## src/rtl/mux_arb_pkg.sv

```systemverilog
`default_nettype none
// ============================================================================
// Module      : mux_arb_pkg
// Description : Shared state encoding, sizes and round-robin pick helper.
// Revision    : 1.0 - initial release
// ============================================================================
package mux_arb_pkg;

    localparam int N_REQ = 4;
    localparam int SEL_W = 2;

    typedef enum logic [0:0] {
        IDLE  = 1'b0,
        GRANT = 1'b1
    } state_t;

    typedef struct packed {
        logic             found;
        logic [SEL_W-1:0] idx;
    } pick_t;

    // Scan from ptr downward in priority so the smallest offset above ptr wins.
    function automatic pick_t rr_pick(input logic [N_REQ-1:0] req,
                                      input logic [SEL_W-1:0] ptr);
        pick_t            r;
        logic [SEL_W-1:0] i;
        r = '0;
        for (int k = N_REQ - 1; k >= 0; k--) begin
            i = ptr + SEL_W'(k);
            if (req[i]) begin
                r.found = 1'b1;
                r.idx   = i;
            end
        end
        return r;
    endfunction

endpackage
`default_nettype wire

```

## src/rtl/mux_4x1.sv

```systemverilog
`default_nettype none
// ============================================================================
// Module      : mux_4x1
// Description : One-bit 4-to-1 multiplexer.
// Revision    : 1.0 - initial release
// ============================================================================
module mux_4x1 (
    input  logic       a,
    input  logic       b,
    input  logic       c,
    input  logic       d,
    input  logic [1:0] s,
    output logic       y
);

    always_comb begin
        case (s)
            2'd0:    y = a;
            2'd1:    y = b;
            2'd2:    y = c;
            default: y = d;
        endcase
    end

endmodule
`default_nettype wire

```

## src/rtl/mux_4x1_rr_arbiter.sv

```systemverilog
`default_nettype none
// ============================================================================
// Module      : mux_4x1_rr_arbiter
// Description : Round-robin arbiter sharing a 4:1 data path with beat-limited grants.
// Revision    : 1.0 - initial release
// ============================================================================
module mux_4x1_rr_arbiter
    import mux_arb_pkg::*;
#(
    parameter int WIDTH     = 8,
    parameter int MAX_BEATS = 4
) (
    input  logic             clk,
    input  logic             rst_n,
    input  logic [3:0]       req,
    input  logic [WIDTH-1:0] din_a,
    input  logic [WIDTH-1:0] din_b,
    input  logic [WIDTH-1:0] din_c,
    input  logic [WIDTH-1:0] din_d,
    output logic [3:0]       gnt,
    output logic [1:0]       s,
    output logic [WIDTH-1:0] out_data,
    output logic             out_valid,
    input  logic             out_ready
);

    localparam int               c_cnt_w = $clog2(MAX_BEATS + 1);
    localparam logic [c_cnt_w-1:0] c_last = c_cnt_w'(MAX_BEATS - 1);

    state_t                 r_state;
    logic [SEL_W-1:0]       r_ptr;
    logic [SEL_W-1:0]       r_s;
    logic [N_REQ-1:0]       r_gnt;
    logic [c_cnt_w-1:0]     r_beat_cnt;

    pick_t                  w_pick;
    logic                   w_req_s;
    logic                   w_beat;

    assign w_pick    = rr_pick(req, r_ptr);
    assign w_req_s   = req[r_s];
    assign out_valid = (r_state == GRANT) && w_req_s;
    assign w_beat    = out_valid && out_ready;
    assign gnt       = r_gnt;
    assign s         = r_s;

    always_ff @(posedge clk or negedge rst_n) begin
        if (!rst_n) begin
            r_state    <= IDLE;
            r_ptr      <= '0;
            r_s        <= '0;
            r_gnt      <= '0;
            r_beat_cnt <= '0;
        end else begin
            case (r_state)
                IDLE: begin
                    if (w_pick.found) begin
                        r_s        <= w_pick.idx;
                        r_gnt      <= 4'b0001 << w_pick.idx;
                        r_beat_cnt <= '0;
                        r_state    <= GRANT;
                    end
                end
                GRANT: begin
                    // A dropped request releases without a beat; s is kept for out_data.
                    if (!w_req_s || (w_beat && (r_beat_cnt == c_last))) begin
                        r_ptr   <= r_s + 2'd1;
                        r_gnt   <= '0;
                        r_state <= IDLE;
                    end else if (w_beat) begin
                        r_beat_cnt <= r_beat_cnt + 1'b1;
                    end
                end
                default: r_state <= IDLE;
            endcase
        end
    end

    for (genvar i = 0; i < WIDTH; i++) begin : g_bit
        mux_4x1 u_mux (
            .a (din_a[i]),
            .b (din_b[i]),
            .c (din_c[i]),
            .d (din_d[i]),
            .s (r_s),
            .y (out_data[i])
        );
    end

endmodule
`default_nettype wire

```

## config.mk

```make
export PLATFORM = sky130hd
export DESIGN_NAME = mux_4x1_rr_arbiter
export DESIGN_NICKNAME = d
export VERILOG_FILES = /design/src/rtl/mux_arb_pkg.sv /design/src/rtl/mux_4x1.sv /design/src/rtl/mux_4x1_rr_arbiter.sv
export SDC_FILE = /design/constraint.sdc
export NUM_CORES = 1
export LEC_CHECK = 0
export BUFFER_PORTS_ARGS = -buffer_cell sky130_fd_sc_hd__buf_2
export CAP_MARGIN = 20
export CORE_UTILIZATION = 36
export DETAILED_ROUTE_END_ITERATION = 8
export PLACE_DENSITY = 0.74
export SYNTH_ARGS = -nofsm -noshare
export SYNTH_HDL_FRONTEND = slang
export SYNTH_SLANG_ARGS = --single-unit
```

## constraint.sdc

```tcl
create_clock -name clk -period 2.15 [get_ports clk]
set_input_delay 0 -clock clk [delete_from_list [all_inputs] [get_ports clk]]
set_output_delay 0 -clock clk [all_outputs]
set_load 0.01 [all_outputs]
```

==> results of run 1 <==
==> final timing paths <==
kind                                    startpoint                         to  cells past startpoint
worst max-delay path              s[0]$_DFFE_PN0P_                out_data[5]                      5
worst min register to register  gnt[1]$_DFFE_PN0P_         gnt[1]$_DFFE_PN0P_                      1
worst max register to register    s[1]$_DFFE_PN0P_       r_ptr[1]$_DFFE_PN0P_                      3
worst min-delay path                     out_ready  r_beat_cnt[2]$_DFFE_PN0P_                      3
min in group asynchronous                    rst_n         gnt[3]$_DFFE_PN0P_                      2
max in group asynchronous                    rst_n  r_beat_cnt[0]$_DFFE_PN0P_                      2
==> logic make-up after synthesis <==
logic type	share of synthesized area, %
AOI/OAI and AO/OA	24.1
muxes	14.8
DFF	30.8
buffers and inverters	13.5
adders and majority gates	7.70
and+or+nand+nor	9.12
==> cell usage after synthesis (all sizes together) <==
master	number	share of area [%]
clkbuf	4	1.5
dfrtp	12	31
a21boi	1	1.9
nor2b	1	0.64
nand2b	1	0.64
mux2i	11	11
a221oi	1	0.90
mux4	1	2.3
a21oi	2	1.0
o21a	3	2.3
mux2	1	1.2
o21bai	1	0.77
inv	15	5.8
a222oi	8	8.2
nor3	1	0.51
nand2	8	3.1
o21ai	4	2.1
buf	8	6.2
nand3b	1	2.1
a2111oi	1	1.5
a21o	2	1.5
nor2	3	1.4
a22o	4	3.9
ha	6	7.7
and2	1	0.77
==> per-stage QoR <==
step	area (µm²)	std cells	hold slack, ps
floorplan	975	101	-296
finish	1230	176	54.1
detailed placement	1200	172	-99.0
global placement	1200	172	-112
CTS	1230	176	48.0
global route	1230	176	62.5
==> repair_timing <==
| action | 4_1_cts | 5_1_grt |
|---|---|---|
| hold buffers | 1 | 0 |
| endpoints found under the hold margin | 12 | 0 |
| setup endpoints to repair | 0 | 0 |
==> worst max-delay path: cells and delay by family (launching register included) <==
family / cells / cell delay [ps]
multiplexers: 1 / 110
adder cells (fa/ha/maj): 1 / 310
AO/OA/AOI/OAI: 1 / 380
buffers and inverters: 2 / 270
flip-flops: 1 / 470
==> power groups by stage <==
stage          Clock (mW)  Combinational [mW]  Sequential [mW]
2_1_floorplan           0               0.752            0.411
3_3_place_gp            0               0.899            0.402
3_5_place_dp            0               0.926            0.410
4_1_cts             0.144               0.932            0.405
5_1_grt             0.148                1.03            0.423
6_report            0.139               0.922            0.405
==> sequential cells by signal, summed over array words and instances, names as in the netlist <==
register	count
s	2
gnt	4
r_beat_cnt	3
r_ptr	2
r_state	1
==> layout make-up <==
cell class	instances	area [µm²]	share of cell area, %
well taps	30	37.5	3.04
clock buffers	3	22.5	1.82
inverters	15	56.3	4.56
flip-flops and latches	12	300	24.3
multi-input cells	62	543	44.0
repair buffers	54	275	22.3
==> layer usage <==
layer	global-route usage (%)	up-vias
li1	-	450
met1	15.3	424
met2	31.1	52
met3	2.54	4
met4	6.41	0
met5	0	-
==> results.py, run 1 <==
metrics = {
    "yosys": {
        "yosysWarnings": 0,
        "synth_cell_types": 27,
        "postSynthCellCount": 101,
        "synth_seq_cells": 12,
        "syn_nets": 146,
        "netlist_area_um2": 975,
        "yosysSeqAreaShare_pct": 30.8,
        "post_synth.cell_area_avg_um2": 9.65,
    },
    "final_layout": {
        "drive_above_1_share_pct": 44.5,
        "layout.nets": 193,
        "postLayoutCoreUtil_pct": 49.0,
        "diodes": 0,
        "layout_commonest_cell": "buf_2",
        "area_growth_pct": 26.7,
        "fillers": 233,
        "most-common-layout-cells": "53 x buf_2, 15 x inv_1, 12 x dfrtp_1, 11 x mux2i_1",
    },
    "route": {
        "vias": 930,
        "wl_met1_um": 919,
        "wl_per_cell_um": 12.9,
        "wl_um": 2260,
        "routed-wl-met3_um": 255,
        "drtAntennaViolNets": 0,
        "top_layer": "met4",
        "drtIter0Drc": 22,
        "wl_met2_um": 1060,
        "drc": 0,
        "drtPass1Iterations": 4,
        "via_per_inst": 5.28,
    },
    "grt": {
        "globalRouteOverflowTotal": 0,
        "grt_pass1_wl_um": 3240,
        "grt_max_degree": 13,
        "track_usage_pct": 15.5,
        "antenna_found_initial": 0,
        "grt_pass1_vias": 840,
    },
    "critical_path": {
        "worst-r2r-setup-slack_ps": 460,
        "slowest_delay_ps": 470,
        "arrival_ps": 1820,
        "worst_path_max_delay_cell": "dfrtp_1",
        "required_ps": 2150,
        "worstSetupStartpointType": "flop",
        "worstSetupPathType": "flop to output pin",
        "crit_chain": "inv_1 > ha_1 > a222oi_1 > mux2i_1 > buf_2",
        "critPathMaxFanout": 8,
        "cp-end-kind": "output pin",
    },
    "clock_network": {
        "cts-resized-gates": 0,
        "cts_root_buffer": "clkbuf_4",
        "cts_setup_buffers": 0,
        "cts_max_level": 1,
        "clkLatencyLatePin_ps": 270,
        "clkSlewWorstSetupHoldPaths_ps": 70,
        "cts_tree": "yes",
        "cts.sinks": 12,
        "cts_inserted_buffers": 3,
        "cts.path.max_buffers": 2,
    },
    "timing": {
        "drv_slew": 0,
        "worst_pin_slew_ps": 471,
        "report.final.setup_viol": 0,
        "slew_headroom_pct": 68.6,
        "finalSetupTns_ps": 0,
        "hold_viol": 0,
        "rsz0062_at_grt": "false",
        "fin_ws_ps": 332,
        "clock-skew-final_ps": 2.99,
        "fmax_mhz": 550,
        "fin_crit_ps": 1820,
        "finalCritPeriodShare_pct": 84.5,
    },
    "run": {
        "drv_cap": 0,
    },
    "power_and_ir_drop": {
        "power_mw": 1.47,
        "power_density_nw_per_um2": 1190,
        "peakVddDrop_v": 0.000721,
        "seqPwrFrac_pct": 27.6,
        "power.share.switching_pct": 43.7,
        "power_switching_mw": 0.640,
        "clockPowerShare_pct": 9.5,
        "combPwrFrac_pct": 62.9,
        "power.internal_mw": 0.825,
        "p_leak_nw": 0.691,
    },
    "floorplanning": {
        "num_rows": 18,
        "pin_count": 54,
        "die_area_um2": 2920,
        "die_y_um": 54.0,
        "initial_core_util_pct": 38.6,
        "core_area_um2": 2520,
        "dieWidth_um": 54.0,
    },
    "place": {
        "pre_cts_slack_ps": 464,
        "routabilityCongestion": 0.871,
        "io_buffers": 53,
        "hpwl_um": 1870,
    },
    "outcome": {
        "status": "completed",
    },
    "hold_path": {
        "min_path_type": "primary input to flop",
    },
}
(Power assumes the default switching activity.)
==> run 2: changes to the inputs <==
Settings changed: PLACE_DENSITY 0.74 to 0.77.
Clock period 2.15 ns to 1.5 ns, I/O delays scaled along.
==> run 2 against run 1 <==
  * The run now ends with negative setup slack left
  * Clock skew is 2.0 ps higher
  * Routed wire length is 5.6% higher
  * Clock-buffer cell count is 1 higher
  * Utilization is 7.2 points higher
  * Global-route usage is 0.73 points higher
  * Combinational power is 95% higher
  * Largest power group unchanged
  * Via count is 3.8% higher
  * Non-clock buffer count is 9 higher
  * Clock power is 88% higher
  * Sequential share of layout area is 2.9 points lower
  * First-iteration DRC count is 59% higher
==> results.py, run 2 (same netlist as run 1, synthesis figures left out) <==
metrics = {
    "outcome": {
        "status": "complete, but fails checks",
        "violations": "negative setup slack",
    },
    "clock_network": {
        "cts_root_buffer": "clkbuf_4",
        "cts.sinks": 12,
        "cts_inserted_buffers": 3,
        "clkSlewWorstSetupHoldPaths_ps": 80,
        "clkLatencyLatePin_ps": 280,
        "cts.path.max_buffers": 2,
        "cts_max_level": 1,
        "cts_tree": "yes",
    },
    "floorplanning": {
        "num_rows": 18,
        "initial_core_util_pct": 38.6,
        "dieWidth_um": 54.0,
        "die_y_um": 54.0,
        "core_area_um2": 2520,
        "die_area_um2": 2920,
        "pin_count": 54,
    },
    "grt": {
        "grtUsageMet3_pct": 2.26,
        "grt_max_degree": 13,
        "grt_pass1_vias": 850,
        "track_usage_pct": 16.2,
        "globalRouteOverflowTotal": 0,
        "use_met2_pct": 34.4,
        "use_met1_pct": 15.9,
        "grt-busiest-layer": "met2",
        "grt_pass1_wl_um": 3420,
        "antenna_found_initial": 0,
    },
    "route": {
        "drc": 0,
        "wl_per_cell_um": 12.8,
        "wl_um": 2390,
        "drtPass1Iterations": 4,
        "via_per_inst": 5.19,
        "vias": 965,
        "drtIter0Drc": 35,
        "drtAntennaViolNets": 0,
    },
    "critical_path": {
        "cp-end-kind": "flop",
        "worstSetupPathType": "flop to flop",
        "arrival_ps": 1850,
        "worstSetupStartpointType": "flop",
        "critPathMaxFanout": 3,
        "required_ps": 1670,
    },
    "timing": {
        "clock-skew-final_ps": 4.95,
        "report.final.setup_viol": 18,
        "drv_slew": 0,
        "rsz0062_at_grt": "true",
        "fin_ws_ps": -186,
        "fin_crit_ps": 1690,
        "fin_worst_hold_slack_ps": 52.0,
        "slew_headroom_pct": 76.9,
        "fmax_mhz": 593,
        "hold_viol": 0,
        "finalCritPeriodShare_pct": 112,
        "worst_pin_slew_ps": 347,
    },
    "final_layout": {
        "diodes": 0,
        "seq_area_um2": 303,
        "fillers": 209,
        "multi_input_area_um2": 614,
        "area_growth_pct": 45.3,
        "most-common-layout-cells": "52 x buf_2, 13 x inv_1, 11 x mux2i_1, 10 x dfrtp_1, 8 x a222oi_1",
        "layout.nets": 202,
        "largest_reg_flops": 4,
        "layout_commonest_cell": "buf_2",
        "drive_above_1_share_pct": 54.5,
    },
    "hold_path": {
        "min_path_type": "primary input to flop",
    },
    "place": {
        "routabilityCongestion": 0.816,
        "pre_cts_slack_ps": -63.9,
        "io_buffers": 53,
        "hpwl_um": 1850,
    },
    "power_and_ir_drop": {
        "p_leak_nw": 0.759,
        "power_density_nw_per_um2": 1870,
        "peakVddDrop_v": 0.00134,
    },
    "run": {
        "drv_cap": 0,
    },
}
-- run 2: cell types whose count changed in the layout (fill, tap and decap cells not counted), moves of 2 or more --
| cell | change |
|---|---|
| buf_4 | +5 |
| buf_6 | +5 |
| ha_1 | -4 |
| ha_4 | +4 |
| dfrtp_1 | -2 |
| dfrtp_2 | +2 |
| inv_1 | -2 |
-- run 2: path summary, 6_finish.rpt --
kind,startpoint,endpoint,slack (ps),cells after the start
max reg2reg,s[1]$_DFFE_PN0P_,r_ptr[1]$_DFFE_PN0P_,-190,4
min reg2reg,gnt[2]$_DFFE_PN0P_,gnt[2]$_DFFE_PN0P_,520,1
max,s[1]$_DFFE_PN0P_,r_ptr[1]$_DFFE_PN0P_,-190,4
max in group asynchronous,rst_n,s[0]$_DFFE_PN0P_,1140,2
min in group asynchronous,rst_n,gnt[3]$_DFFE_PN0P_,120,2
min,out_ready,r_beat_cnt[2]$_DFFE_PN0P_,50,3
-- run 2: power breakdown --
part / leakage (nW) / switching [mW] / internal (mW) / total [mW]
combinational: 0.586 / 0.865 / 0.940 / 1.80
sequential: 0.152 / 0.116 / 0.459 / 0.576
clock: 0.0210 / 0.115 / 0.148 / 0.262
-- run 2: area by class of cell --
class                      instances  share of cell area [%]
timing repair buffer              63                    25.7
inverter                          15                    4.33
clock buffer                       4                    2.56
sequential                        12                    21.4
tap                               30                    2.65
multi-input combinational         62                    43.4
-- run 2: metal layers --
metal  vias up  part of all wire [%]  wire length [µm]
met1       441                    39               942
met5         -                     0                 0
li1        470                     -                 -
met3         2                   9.5               226
met4         0                  0.46                11
met2        52                    51              1210
-- run 2: through the flow --
stage | cells | instance area [µm²] | TNS, ps | utilization, % | power [mW]
floorplan | 101 | 976 | -366 | - | 1.67
global placement | 174 | 1220 | -24.6 | 48.3 | 1.90
detailed placement | 174 | 1220 | -191 | 48.3 | 1.97
CTS | 183 | 1360 | -1240 | 53.8 | 2.49
global route | 186 | 1420 | -3100 | 56.2 | 2.86
finish | 186 | 1420 | -1770 | 56.2 | 2.64
-- run 2: critical path, stage by stage (launching register included) --
cell	delay (ps)
dfrtp_2	380
buf_6	90
mux4_2	530
a21boi_4	250
mux2_4	320
-- run 2: timing repair --
item	CTS	global route
pin swaps	8	8
setup endpoints to repair	17	18
gates resized for setup	15	10
hold endpoints to repair	12	0
hold buffers	1	0
setup buffers	4	3
==> run 3: changes to the inputs <==
Settings changed: CTS_BUF_LIST set to sky130_fd_sc_hd__clkbuf_8.
==> run 3 against run 2 <==
  * The flow still finishes with violations (negative setup slack)
  * Largest power group unchanged
  * Critical path type is now flop to output pin
  * Critical path depth is 1 higher
  * Non-clock buffer count decreased by 1
  * First-iteration DRC count down 14%
  * Power is 2.1% higher
==> results.py, run 3 (same netlist as run 1, synthesis figures left out) <==
metrics = {
    "outcome": {
        "status": "complete, but fails checks",
        "violations": "negative setup slack",
    },
    "floorplanning": {
        "core_area_um2": 2520,
        "die_area_um2": 2920,
        "num_rows": 18,
        "initial_core_util_pct": 38.6,
        "dieWidth_um": 54.0,
        "pin_count": 54,
        "die_y_um": 54.0,
    },
    "timing": {
        "fin_ws_ps": -114,
        "drv_slew": 0,
        "clock-skew-final_ps": 1.83,
        "worst_pin_slew_ps": 345,
        "rsz0062_at_grt": "true",
        "slew_headroom_pct": 76.8,
        "hold_viol": 0,
        "finalCritPeriodShare_pct": 108,
        "report.final.setup_viol": 13,
        "fin_crit_ps": 1610,
        "fmax_mhz": 620,
    },
    "grt": {
        "globalRouteOverflowTotal": 0,
        "grt_pass1_wl_um": 3440,
        "track_usage_pct": 16.8,
        "grt_pass1_vias": 845,
        "antenna_found_initial": 0,
        "grt_max_degree": 13,
    },
    "power_and_ir_drop": {
        "power.share.switching_pct": 40.7,
        "peakVddDrop_v": 0.00106,
        "combPwrFrac_pct": 65.2,
        "clockPowerShare_pct": 13.6,
        "p_leak_nw": 0.759,
        "power_mw": 2.70,
        "power.internal_mw": 1.60,
        "power_switching_mw": 1.10,
        "power_density_nw_per_um2": 1900,
        "seqPwrFrac_pct": 21.3,
    },
    "clock_network": {
        "cts.sinks": 12,
        "cts_inserted_buffers": 3,
        "cts_max_level": 1,
        "cts_root_buffer": "clkbuf_8",
        "clkLatencyLatePin_ps": 250,
        "cts_tree": "yes",
        "clkSlewWorstSetupHoldPaths_ps": 50,
        "cts.path.max_buffers": 2,
    },
    "place": {
        "pre_cts_slack_ps": -63.9,
        "hpwl_um": 1850,
        "routabilityCongestion": 0.816,
        "io_buffers": 53,
    },
    "route": {
        "wl_met2_um": 1190,
        "drtIter0Drc": 30,
        "drtPass1Iterations": 6,
        "top_layer": "met4",
        "drc": 0,
        "drtAntennaViolNets": 0,
        "wl_per_cell_um": 13.1,
        "wl_met1_um": 951,
        "via_per_inst": 5.21,
        "vias": 963,
        "wl_um": 2420,
        "routed-wl-met3_um": 244,
    },
    "critical_path": {
        "rr_endpoint": "r_ptr[1]$_DFFE_PN0P_",
        "r2r_start": "s[1]$_DFFE_PN0P_",
        "critPathLaunch": "s[1]$_DFFE_PN0P_",
        "worst-path-buf-inv": 2,
        "worst_path_max_delay_cell": "dfrtp_2",
        "reg2regPathDepth": 3,
        "crit_chain": "buf_6 > ha_4 > a222oi_1 > mux2i_1 > buf_2",
        "critPathMaxFanout": 8,
        "required_ps": 1500,
        "cpLargestDelayFamily": "flip-flops",
        "worst-r2r-setup-slack_ps": -110,
        "arrival_ps": 1610,
        "cp-end-kind": "output pin",
        "worstSetupPathType": "flop to output pin",
        "slowest_delay_ps": 410,
        "worstSetupStartpointType": "flop",
    },
    "final_layout": {
        "most-common-layout-cells": "52 x buf_2, 13 x inv_1, 11 x mux2i_1, 10 x dfrtp_1, 8 x a222oi_1",
        "multi_input_area_um2": 614,
        "diodes": 0,
        "drive_above_1_share_pct": 54.2,
        "layout_commonest_cell": "buf_2",
        "fillers": 214,
        "largest_reg_flops": 4,
        "layout.nets": 201,
        "seq_area_um2": 303,
        "area_growth_pct": 45.4,
        "postLayoutCoreUtil_pct": 56.2,
    },
    "run": {
        "drv_cap": 0,
    },
    "hold_path": {
        "min_path_type": "primary input to flop",
        "whs_endpoint": "r_beat_cnt[2]$_DFFE_PN0P_",
        "whs_path_depth": 3,
        "holdCritStartpoint": "out_ready",
    },
}
run 3: cell types whose count changed in the layout (fill, tap and decap cells not counted):
cell      delta
clkbuf_4     -3
buf_6        -2
inv_6        -1
buf_4        +1
clkbuf_8     +3
inv_4        +1
run 3: cell type report:
cell class | instances | share of cell area (%)
Multi-Input combinational cell | 62 | 43.3
Tap cell | 30 | 2.65
Timing Repair Buffer | 62 | 24.6
Clock buffer | 4 | 3.88
Inverter | 15 | 4.15
Sequential cell | 12 | 21.4
run 3: worst max-delay path by stage:
stage / slack [ps] / endpoint / cells after the start
after global placement: -20 / r_ptr[1]$_DFFE_PN0P_ / 3
after detailed placement: -60 / r_ptr[1]$_DFFE_PN0P_ / 3
after floorplan: -100 / r_ptr[1]$_DFFE_PN0P_ / 3
after global routing: -220 / out_data[5] / 5
after CTS: -120 / out_data[5] / 5
final: -110 / out_data[5] / 5
run 3: routing by layer:
metal	global-route usage, %	vias up
met3	2.26	3
met2	34.6	54
met1	15.8	439
li1	-	467
met5	0	-
met4	7.69	0
run 3: power by group through the flow:
stage	clock network [mW]	registers [mW]	logic, mW
2_1_floorplan	0	0.592	1.08
3_3_place_gp	0	0.564	1.34
3_5_place_dp	0	0.576	1.39
4_1_cts	0.368	0.576	1.63
5_1_grt	0.388	0.595	1.93
6_report	0.366	0.574	1.76
run 3: through the flow:
step                hold WS, ps  cell area (µm²)  setup TNS (ps)  instances
floorplan                  -296              976            -366        101
global placement           -112             1220           -24.6        174
detailed placement         -106             1220            -191        174
CTS                        83.2             1370            -982        183
global route               91.8             1420           -1980        185
finish                     77.3             1420            -866        185
run 3: what timing repair did:
action,CTS,global route
gates cloned,0,0
buffers inserted,4,2
hold endpoints to repair,12,0
hold buffers,1,0
setup endpoints to repair,17,18
resized for setup,14,8
pin swaps,8,6
run 3: worst reg2reg max path: cells and delay by family, from the launching register on:
kind            cells  cell delay [ps]
compound gates      1              240
mux                 2              870
flops               1              380
